$ cat config.mk
export PLATFORM = sky130hd
export DESIGN_NAME = division_reconstruct
export DESIGN_NICKNAME = d
export VERILOG_FILES = /design/src/rtl/division_pkg.sv /design/src/rtl/mul_shift_add_step.sv /design/src/rtl/division_reconstruct.sv
export SDC_FILE = /design/constraint.sdc
export NUM_CORES = 1
export LEC_CHECK = 0
export BUFFER_PORTS_ARGS = -buffer_cell sky130_fd_sc_hd__clkbuf_2
export CAP_MARGIN = 10
export CORE_ASPECT_RATIO = 1.1
export CORE_MARGIN = 3
export CORE_UTILIZATION = 60
export DETAILED_ROUTE_END_ITERATION = 6
export PLACE_DENSITY_LB_ADDON = 0.15
export SYNTH_ARGS = -nofsm -noshare
export SYNTH_HDL_FRONTEND = slang
export SYNTH_SLANG_ARGS = --single-unit
$ cat constraint.sdc
create_clock -name clk -period 3.6 [get_ports clk]
set_input_delay 0.36 -clock clk [delete_from_list [all_inputs] [get_ports clk]]
set_output_delay 0.36 -clock clk [all_outputs]
set_load 0.005 [all_outputs]
$ cat src/rtl/division_pkg.sv
// Shared types and constants for the reconstruct-dividend datapath (q*d + r).
package division_pkg;

    localparam int DIV_WIDTH = 32;

    typedef enum logic [1:0] {
        IDLE,
        CALC,
        HOLD
    } div_state_e;

    localparam logic [DIV_WIDTH-1:0] DIV_ZERO_SENTINEL = '1;

    typedef struct packed {
        logic [DIV_WIDTH-1:0] dividend;
        logic                 overflow;
        logic                 invalid;
    } division_result_t;

endpackage

$ cat src/rtl/mul_shift_add_step.sv
// One shift-add multiplication step: conditionally accumulate the (pre-shifted)
// multiplicand on the multiplier LSB, then retire that multiplier bit.
module mul_shift_add_step #(
    parameter int WIDTH = 32
) (
    input  logic [2*WIDTH-1:0] accumulator_i,
    input  logic [2*WIDTH-1:0] multiplicand_i,
    input  logic [WIDTH-1:0]   multiplier_i,
    output logic [2*WIDTH-1:0] accumulator_o,
    output logic [WIDTH-1:0]   multiplier_o
);

    always_comb begin
        accumulator_o = accumulator_i;
        if (multiplier_i[0]) begin
            accumulator_o = accumulator_i + multiplicand_i;
        end
        multiplier_o = multiplier_i >> 1;
    end

endmodule

$ cat src/rtl/division_reconstruct.sv
// Rebuilds a dividend from quotient, divisor and remainder with a serial shift-add multiplier.
// Build option: DIVISION_RECONSTRUCT_EARLY_EXIT_EN ends CALC once the multiplier runs out of ones.
module division_reconstruct
    import division_pkg::*;
#(
    parameter int WIDTH = DIV_WIDTH
) (
    input  logic             clk,
    input  logic             reset,
    output logic             i_ready,
    input  logic             i_valid,
    input  logic [WIDTH-1:0] i_payload_quotient,
    input  logic [WIDTH-1:0] i_payload_divisor,
    input  logic [WIDTH-1:0] i_payload_remainder,
    input  logic             o_ready,
    output logic             o_valid,
    output logic [WIDTH-1:0] o_payload_dividend,
    output logic             o_payload_overflow,
    output logic             o_payload_invalid
);

    localparam int CW = $clog2(WIDTH + 1);

    div_state_e         stateQ, stateD;
    logic [2*WIDTH-1:0] accQ, accD;
    logic [2*WIDTH-1:0] mcandQ, mcandD;
    logic [WIDTH-1:0]   mplierQ, mplierD;
    logic               invalidQ, invalidD;
    logic [CW-1:0]      cntQ, cntD;

    logic [2*WIDTH-1:0] stepAcc;
    logic [WIDTH-1:0]   stepMplier;
    logic               lastStep;

    mul_shift_add_step #(
        .WIDTH(WIDTH)
    ) u_step (
        .accumulator_i (accQ),
        .multiplicand_i(mcandQ),
        .multiplier_i  (mplierQ),
        .accumulator_o (stepAcc),
        .multiplier_o  (stepMplier)
    );

`ifdef DIVISION_RECONSTRUCT_EARLY_EXIT_EN
    assign lastStep = (cntQ == CW'(WIDTH - 1)) || (stepMplier == '0);
`else
    assign lastStep = (cntQ == CW'(WIDTH - 1));
`endif

    always_ff @(posedge clk or negedge reset) begin
        if (!reset) begin
            stateQ   <= IDLE;
            accQ     <= '0;
            mcandQ   <= '0;
            mplierQ  <= '0;
            invalidQ <= 1'b0;
            cntQ     <= '0;
        end else begin
            stateQ   <= stateD;
            accQ     <= accD;
            mcandQ   <= mcandD;
            mplierQ  <= mplierD;
            invalidQ <= invalidD;
            cntQ     <= cntD;
        end
    end

    always_comb begin
        stateD   = stateQ;
        accD     = accQ;
        mcandD   = mcandQ;
        mplierD  = mplierQ;
        invalidD = invalidQ;
        cntD     = cntQ;
        unique case (stateQ)
            IDLE: begin
                if (i_valid) begin
                    accD     = {{WIDTH{1'b0}}, i_payload_remainder};
                    mcandD   = {{WIDTH{1'b0}}, i_payload_divisor};
                    mplierD  = i_payload_quotient;
                    invalidD = (i_payload_remainder >= i_payload_divisor);
                    cntD     = '0;
                    stateD   = CALC;
                    // A zero divisor bypasses the multiplier and reports the sentinel.
                    if (i_payload_divisor == '0) begin
                        accD     = {{WIDTH{1'b0}}, {WIDTH{DIV_ZERO_SENTINEL[0]}}};
                        mplierD  = '0;
                        invalidD = 1'b1;
                        stateD   = HOLD;
                    end
`ifdef DIVISION_RECONSTRUCT_EARLY_EXIT_EN
                    else if (i_payload_quotient == '0) begin
                        stateD = HOLD;
                    end
`endif
                end
            end
            CALC: begin
                accD    = stepAcc;
                mplierD = stepMplier;
                mcandD  = mcandQ << 1;
                cntD    = cntQ + CW'(1);
                if (lastStep) begin
                    stateD = HOLD;
                end
            end
            HOLD: begin
                if (o_ready) begin
                    stateD = IDLE;
                end
            end
            default: stateD = IDLE;
        endcase
    end

    always_comb begin
        i_ready            = (stateQ == IDLE);
        o_valid            = (stateQ == HOLD);
        o_payload_dividend = o_valid ? accQ[WIDTH-1:0] : '0;
        o_payload_overflow = o_valid & (|accQ[2*WIDTH-1:WIDTH]);
        o_payload_invalid  = o_valid & invalidQ;
    end

endmodule

; ---- Yosys cells after proc, flatten, opt, wreduce, memory -nomap -nowiden
; Index checks and enable logic that the tools add are counted.
[op_classes]
multipliers = 0
addsub = 2
magnitude_cmp = 1
reduce_logical = 8
n_div = 0
n_shift = 0
muxes = 18
eq_ne = 7
bitwise = 2
[op_table]
columns = cell, count
row1 = one-hot mux 64 bit (2 select lines), 2
row2 = 2-to-1 mux 64 bit, 3
row3 = 2-to-1 mux 32 bit, 4
row4 = adder 64 bit, 1
row5 = one-hot mux 32 bit (2 select lines), 1
row6 = >= comparator 32 bit, 1
row7 = zero test 32 bit, 1
row8 = OR reduction 32 bit, 1
row9 = one-hot mux 6 bit (2 select lines), 1
row10 = 2-to-1 mux 2 bit, 4
row11 = adder 6 x 1 -> 6 bit (second input constant), 1
row12 = == test 6 x 5 -> 1 bit (second input constant), 1
row13 = 2-to-1 mux 6 bit, 1
row14 = inequality test 2 bit (second input constant), 3
row15 = one-hot mux 2 bit (3 select lines), 1
row16 = AND reduction 3 bit, 2
row17 = AND reduction 2 bit, 2
row18 = AND 1 bit, 2
row19 = == test 2 x 1 -> 1 bit (second input constant), 1
row20 = == test 2 bit (second input constant), 1
row21 = zero test 2 bit, 1
row22 = inequality test 2 x 1 -> 1 bit (second input constant), 1
row23 = nonzero test 2 bit, 1
row24 = 2-to-1 mux 1 bit, 1
[totals]
word_cells = 44
latch_bits = 0
out_inout_bits = 36
regBits = 169
ramBits = 0
n_memories = 0
romBits = 0
input_bits = 100

; ---- Depth between registers and ports, before layout
[depth]
ltp_word = 4
depth_mapped = 11
ltp_nobuf = 11

; ---- Cells and area by module
; From an unflattened synthesis, not the netlist that was laid out.
[hier_totals]
cells_unflattened = 1517
area_unflattened_um2 = 13017.5
[modules_own_cells]
columns = module, cells_per_inst, seq_area_each_um2, area_per_inst_um2, n_inst
row1 = division_reconstruct, 819, 4229.1, 8121.5, 1
row2 = mul_shift_add_step, 698, 0.0, 4895.9, 1

; ---- Worst setup path after synthesis
; OpenSTA, ideal clock, no wires.
[synth_timing]
path_type = register to register
from = register mcandQ[11]
to = register accQ[61]
required_time_ns = 3.478
synth_period_minus_slack_ns = 2.833
t_arrival_ns = 2.711
setup_time_ns = 0.122
setup_slack_ns = 0.767
stages_incl_launch_ff = 12
cell_sequence = dfrtp_1 -> ha_1 -> buf_4 -> nand4_2 -> nor3_4 -> nand2_1 -> a31oi_4 -> a31oi_2 -> o31ai_4 -> a21oi_2 -> or4_1 -> a32o_1
[synth_via]
elab_chain_len = 3
[synth_rtl]
columns = item, line
row1 = start: declaration, division_reconstruct.sv:26  ; logic [2*WIDTH-1:0] mcandQ, mcandD;
row2 = start signal: assignment, division_reconstruct.sv:62  ; mcandQ <= mcandD;
row3 = adder 64 bit, mul_shift_add_step.sv:16  ; accumulator_o = accumulator_i + multiplicand_i;
row4 = 2-to-1 mux 64 bit, mul_shift_add_step.sv:15  ; if (multiplier_i[0]) begin
row5 = one-hot mux 64 bit (2 select lines), division_reconstruct.sv:76  ; unique case (stateQ)
row6 = end signal: assignment, division_reconstruct.sv:54  ; accQ <= '0;
row7 = end signal: assignment, division_reconstruct.sv:61  ; accQ <= accD;
row8 = end: declaration, division_reconstruct.sv:25  ; logic [2*WIDTH-1:0] accQ, accD;
; Every way passes these cells. The select of a mux whose other input is x is not followed.
; A chain may end at the register's enable or synchronous reset.

; ---- Final worst setup path
; Same ends and word-level chain as after synthesis.

==> impl_summary.log <==
[metrics] worst reg2reg endpoint: accQ[61]
[metrics] number of antenna violations at the first check in global routing: 1
[metrics] reg-to-reg critical path startpoint: mcandQ[11]
[metrics] antenna violation net count after detailed routing: 0
[metrics] global router's overall resource usage: 0.311
[metrics] Reg2Reg Depth: 10
[metrics] row count: 53
[metrics] Routed WL per cell: between 15 and 20 um
[metrics] effective utilization at floorplan: 0.620
[metrics] type of the worst setup path: flip-flop to flip-flop
[metrics] worst relative slew slack: 0.386
[metrics] slowest stage cell on the critical path: or4_1
[metrics] die height: approximately 150 um
[metrics] critical-path maximum fanout: 7
[metrics] Tmin final: approximately 3.4 ns
[metrics] Area after DPL: between 0.01 and 0.015 mm2
[metrics] worst path cell trace: ha_1, nand4_2, nor3_4, nand2_1, a31oi_4, a31oi_2, o31ai_4, a21oi_2, or4_1, a32o_1
[metrics] number of H-tree branching levels: 4
[metrics] kind of cell adding the most delay to the critical path: compound AO/OA/AOI/OAI gates
[metrics] wire length of the first global-routing pass: ~55 mm
[metrics] global placement routability congestion: ~0.98
[metrics] via density per instance: between 6 and 7
[metrics] Setup crit end kind: flip-flop
[metrics] Register Area: 0.00423 mm2
[metrics] Crit path required time: approximately 4 ns
[metrics] TritonCTS buffer count: 17
[metrics] relative area change from synthesis to final layout: 12.3%
[metrics] ranking of synthesized cells by area: dfrtp_1 35%, ha_1 10%, nand2_1 5.7%
[metrics] area share of the largest cell type after synthesis: 0.351
[metrics] total wire length after detailed routing: 33.5 mm
[metrics] hold path depth: 3
[metrics] critical path startpoint category: flip-flop
[metrics] Worst-Margin Slew: around 0.92 ns
[metrics] buffers plus inverters on the worst setup path: 0
[metrics] number of fillers in the final layout: 1612
[metrics] critical path depth in cells: 10
[metrics] share of layout cells above drive strength 1: 0.136
[metrics] switching power: between 6 and 7 mW
[metrics] number of warnings reported in the yosys synthesis log: 0
[metrics] Post-route DRC: 0
[metrics] Post-Synthesis Cells: between 1000 and 1500
[metrics] Final Instance Area: roughly 0.014 mm2
[metrics] Worst Hold Class: primary input to flip-flop
[metrics] number of detailed-route iterations in the first pass: 5
[metrics] internal power component: 6.38 mW
[metrics] I/O pins: ~140
[metrics] run status: completed
[metrics] ant diodes: 0
[metrics] register area share after synthesis: 0.351
[metrics] port bufs: 135
[metrics] HPWL after DPL: around 25 mm
[metrics] Critical Path Max Stage Delay: between 0.5 and 0.6 ns
[metrics] post-CTS setup buffer count: 0
[metrics] share of total power in combinational logic: 0.590
[metrics] Synth area leader: dfrtp_1
[metrics] Multi-input gate area: ~0.0073 mm2
[metrics] start point of the worst hold path: i_payload_quotient[28]
[metrics] cell leakage power: 6.40 nW
[metrics] maximum clock skew at final layout: between 0.01 and 0.015 ns
[metrics] via count of the first global-routing pass: 11100
[metrics] flip-flop and latch count after synthesis: approximately 170
[metrics] grt total ovfl: 0
[metrics] top_reg_cell synth: dfrtp_1
[metrics] unrepaired setup endpoints after global routing: false
[metrics] via count: roughly 11000
[metrics] die area: 0.0218 mm2
[metrics] sequential cell fraction of total power: 0.254
[metrics] clock slew seen by the registers of the worst setup and hold paths: approximately 0.080 ns
[metrics] Final Hold Vio Count: 0
[metrics] max-cap viol count: 0
[metrics] Die Width: between 100 and 150 um
[metrics] setup slack, reg-to-reg: 0.24 ns
[metrics] worst-skew pair later-pin latency: 0.44 ns
[metrics] number of nets produced by synthesis: between 1500 and 2000
[metrics] share of flip-flops with an asynchronous set or reset after synthesis: 1.00
[metrics] count of flip-flops with a built-in enable after synthesis: 0
[metrics] pin count of the biggest net entering global routing: 84
[metrics] setup total negative slack: 0 ns
[metrics] clock tree from TritonCTS: built
[metrics] power share of the clock group: 0.155
[metrics] maximum clock rate: between 0.2 and 0.3 GHz
[metrics] pwr/cell area: 920 mW/mm2
[metrics] post-synthesis cell area: approximately 0.012 mm2
[metrics] number of slew-limit violations in the final report: 0
[metrics] number of library cell types mapped by synthesis: 72
[metrics] period utilization: 0.933
[metrics] Layout Nets: roughly 1700
[metrics] drt initial violations: slightly below 1000
[metrics] syn avg cell area: approximately 8.3 um2
[metrics] clock sink count: about 170
[metrics] maximum buffer depth of the clock tree: 2
[metrics] data arrival time of the critical path: 3.69 ns
[metrics] Min-Delay Endpoint: mplierQ[28]
[metrics] final setup violation count: 0
[metrics] clock tree root buffer cell: clkbuf_16
[metrics] placeable core area: ~0.019 mm2
[metrics] switching part of the total power: 0.487
[metrics] largest vdd supply drop: between 500 and 600 uV
power by group through the flow:
stage / sequential, mW / clock [mW] / combinational, mW
floorplan: 3.01 / 0 / 5.53
CTS: 3.16 / 1.94 / 7.19
finish: 3.16 / 1.93 / 7.34
global placement: 3.15 / 0 / 7.06
detailed placement: 3.19 / 0 / 7.12
global route: 3.26 / 2.04 / 8.12
flip-flops by register name, summed over array words and instances, names as in the netlist:
register	cells
cntQ	6
accQ	64
mcandQ	64
stateQ	2
mplierQ	32
invalidQ	1
cell usage in the layout (no fill, tap or decap), drive strengths merged, types with 4 or more instances in the layout:
master / count
nand2b: 5
clkbuf: 151
nor4: 20
a211oi: 16
nand4: 32
dfrtp: 169
o21bai: 14
nor2: 129
a31oi: 42
ha: 96
o21ai: 109
or3: 6
o31ai: 5
mux2i: 4
xor2: 25
inv: 64
o22ai: 48
a22o: 35
clkinv: 7
a21oi: 129
o211ai: 10
nor3: 14
buf: 18
nand2: 184
and3: 5
and2: 39
o21a: 7
a221oi: 14
xnor2: 33
a21o: 54
nand3: 19
nor2b: 6
metrics by stage:
stage	hold slack (ns)	power, mW	instances	setup WS, ns	utilization
3_3_place_gp	0.419	10.2	1760	0.332	0.660
4_1_cts	0.148	12.3	1793	0.145	0.693
6_report	0.148	12.4	1794	0.242	0.696
2_1_floorplan	0.0644	8.54	1449	0.767	-
3_5_place_dp	0.422	10.3	1760	0.178	0.660
5_1_grt	0.155	13.4	1794	0.0806	0.696
final cells by class:
cell class              count  share of cell area
repair buffers            153              0.0649
inverters                  58              0.0161
well taps                 247              0.0229
clock buffers              17              0.0315
clock inverters            15              0.0151
multi-input cells        1135               0.537
flip-flops and latches    169               0.313
cell usage after synthesis (13+ instances only):
| cell type | n |
|---|---|
| nand3_1 | 19 |
| nand2_1 | 183 |
| a211oi_1 | 16 |
| buf_1 | 15 |
| dfrtp_1 | 169 |
| o21bai_1 | 14 |
| clkbuf_1 | 50 |
| nand4_1 | 31 |
| a21oi_1 | 127 |
| xor2_1 | 25 |
| inv_1 | 58 |
| a31oi_1 | 40 |
| xnor2_1 | 33 |
| o21ai_0 | 106 |
| o22ai_1 | 48 |
| nor4_1 | 20 |
| a22o_1 | 35 |
| nor2_1 | 128 |
| a221oi_1 | 14 |
| and2_1 | 39 |
| a21o_1 | 54 |
| nor3_1 | 13 |
| ha_1 | 96 |
worst register-to-register path: cells and delay by family (launching register included):
family / cells / cell delay [ns]
adder cells (fa/ha/maj): 1 / 0.49
AND/OR/NAND/NOR: 4 / 1.10
flip-flops: 1 / 0.41
AO/OA/AOI/OAI: 5 / 1.25
repair_timing:
item | in CTS | in global routing
hold buffers | 1 | 0
hold endpoints to repair | 54 | 0
endpoints found under the setup margin | 0 | 3
resized for setup | 0 | 4
per-layer routing:
layer	vias up	wire length, um	global-route usage
met5	-	14	0
met4	2	1120	0.122
met3	76	2050	0.0519
met2	417	16100	0.509
met1	5427	14300	0.412
li1	5446	-	-
worst max path at each step:
stage / start / to
final: mcandQ[11] / accQ[61]
after global routing: accQ[16] / accQ[63]
after CTS: mcandQ[0] / accQ[58]
after detailed placement: mcandQ[0] / accQ[58]
after global placement: mcandQ[0] / accQ[58]
after floorplan: mcandQ[11] / accQ[61]
kinds of logic (layout without fill, tap and decap cells):
logic type               count (synthesis)  in the layout  share of synthesized area
XOR/XNOR                                58             58                     0.0422
AO/OA/AOI/OAI                          508            508                      0.273
flip-flops                             169            169                      0.351
multiplexers                             4              4                    0.00332
adder cells (fa/ha/maj)                 97             97                      0.101
AND/OR/NAND/NOR                        468            468                      0.178
buffers and inverters                  145            243                     0.0515
Note: power is estimated with default switching activity, not from simulation.
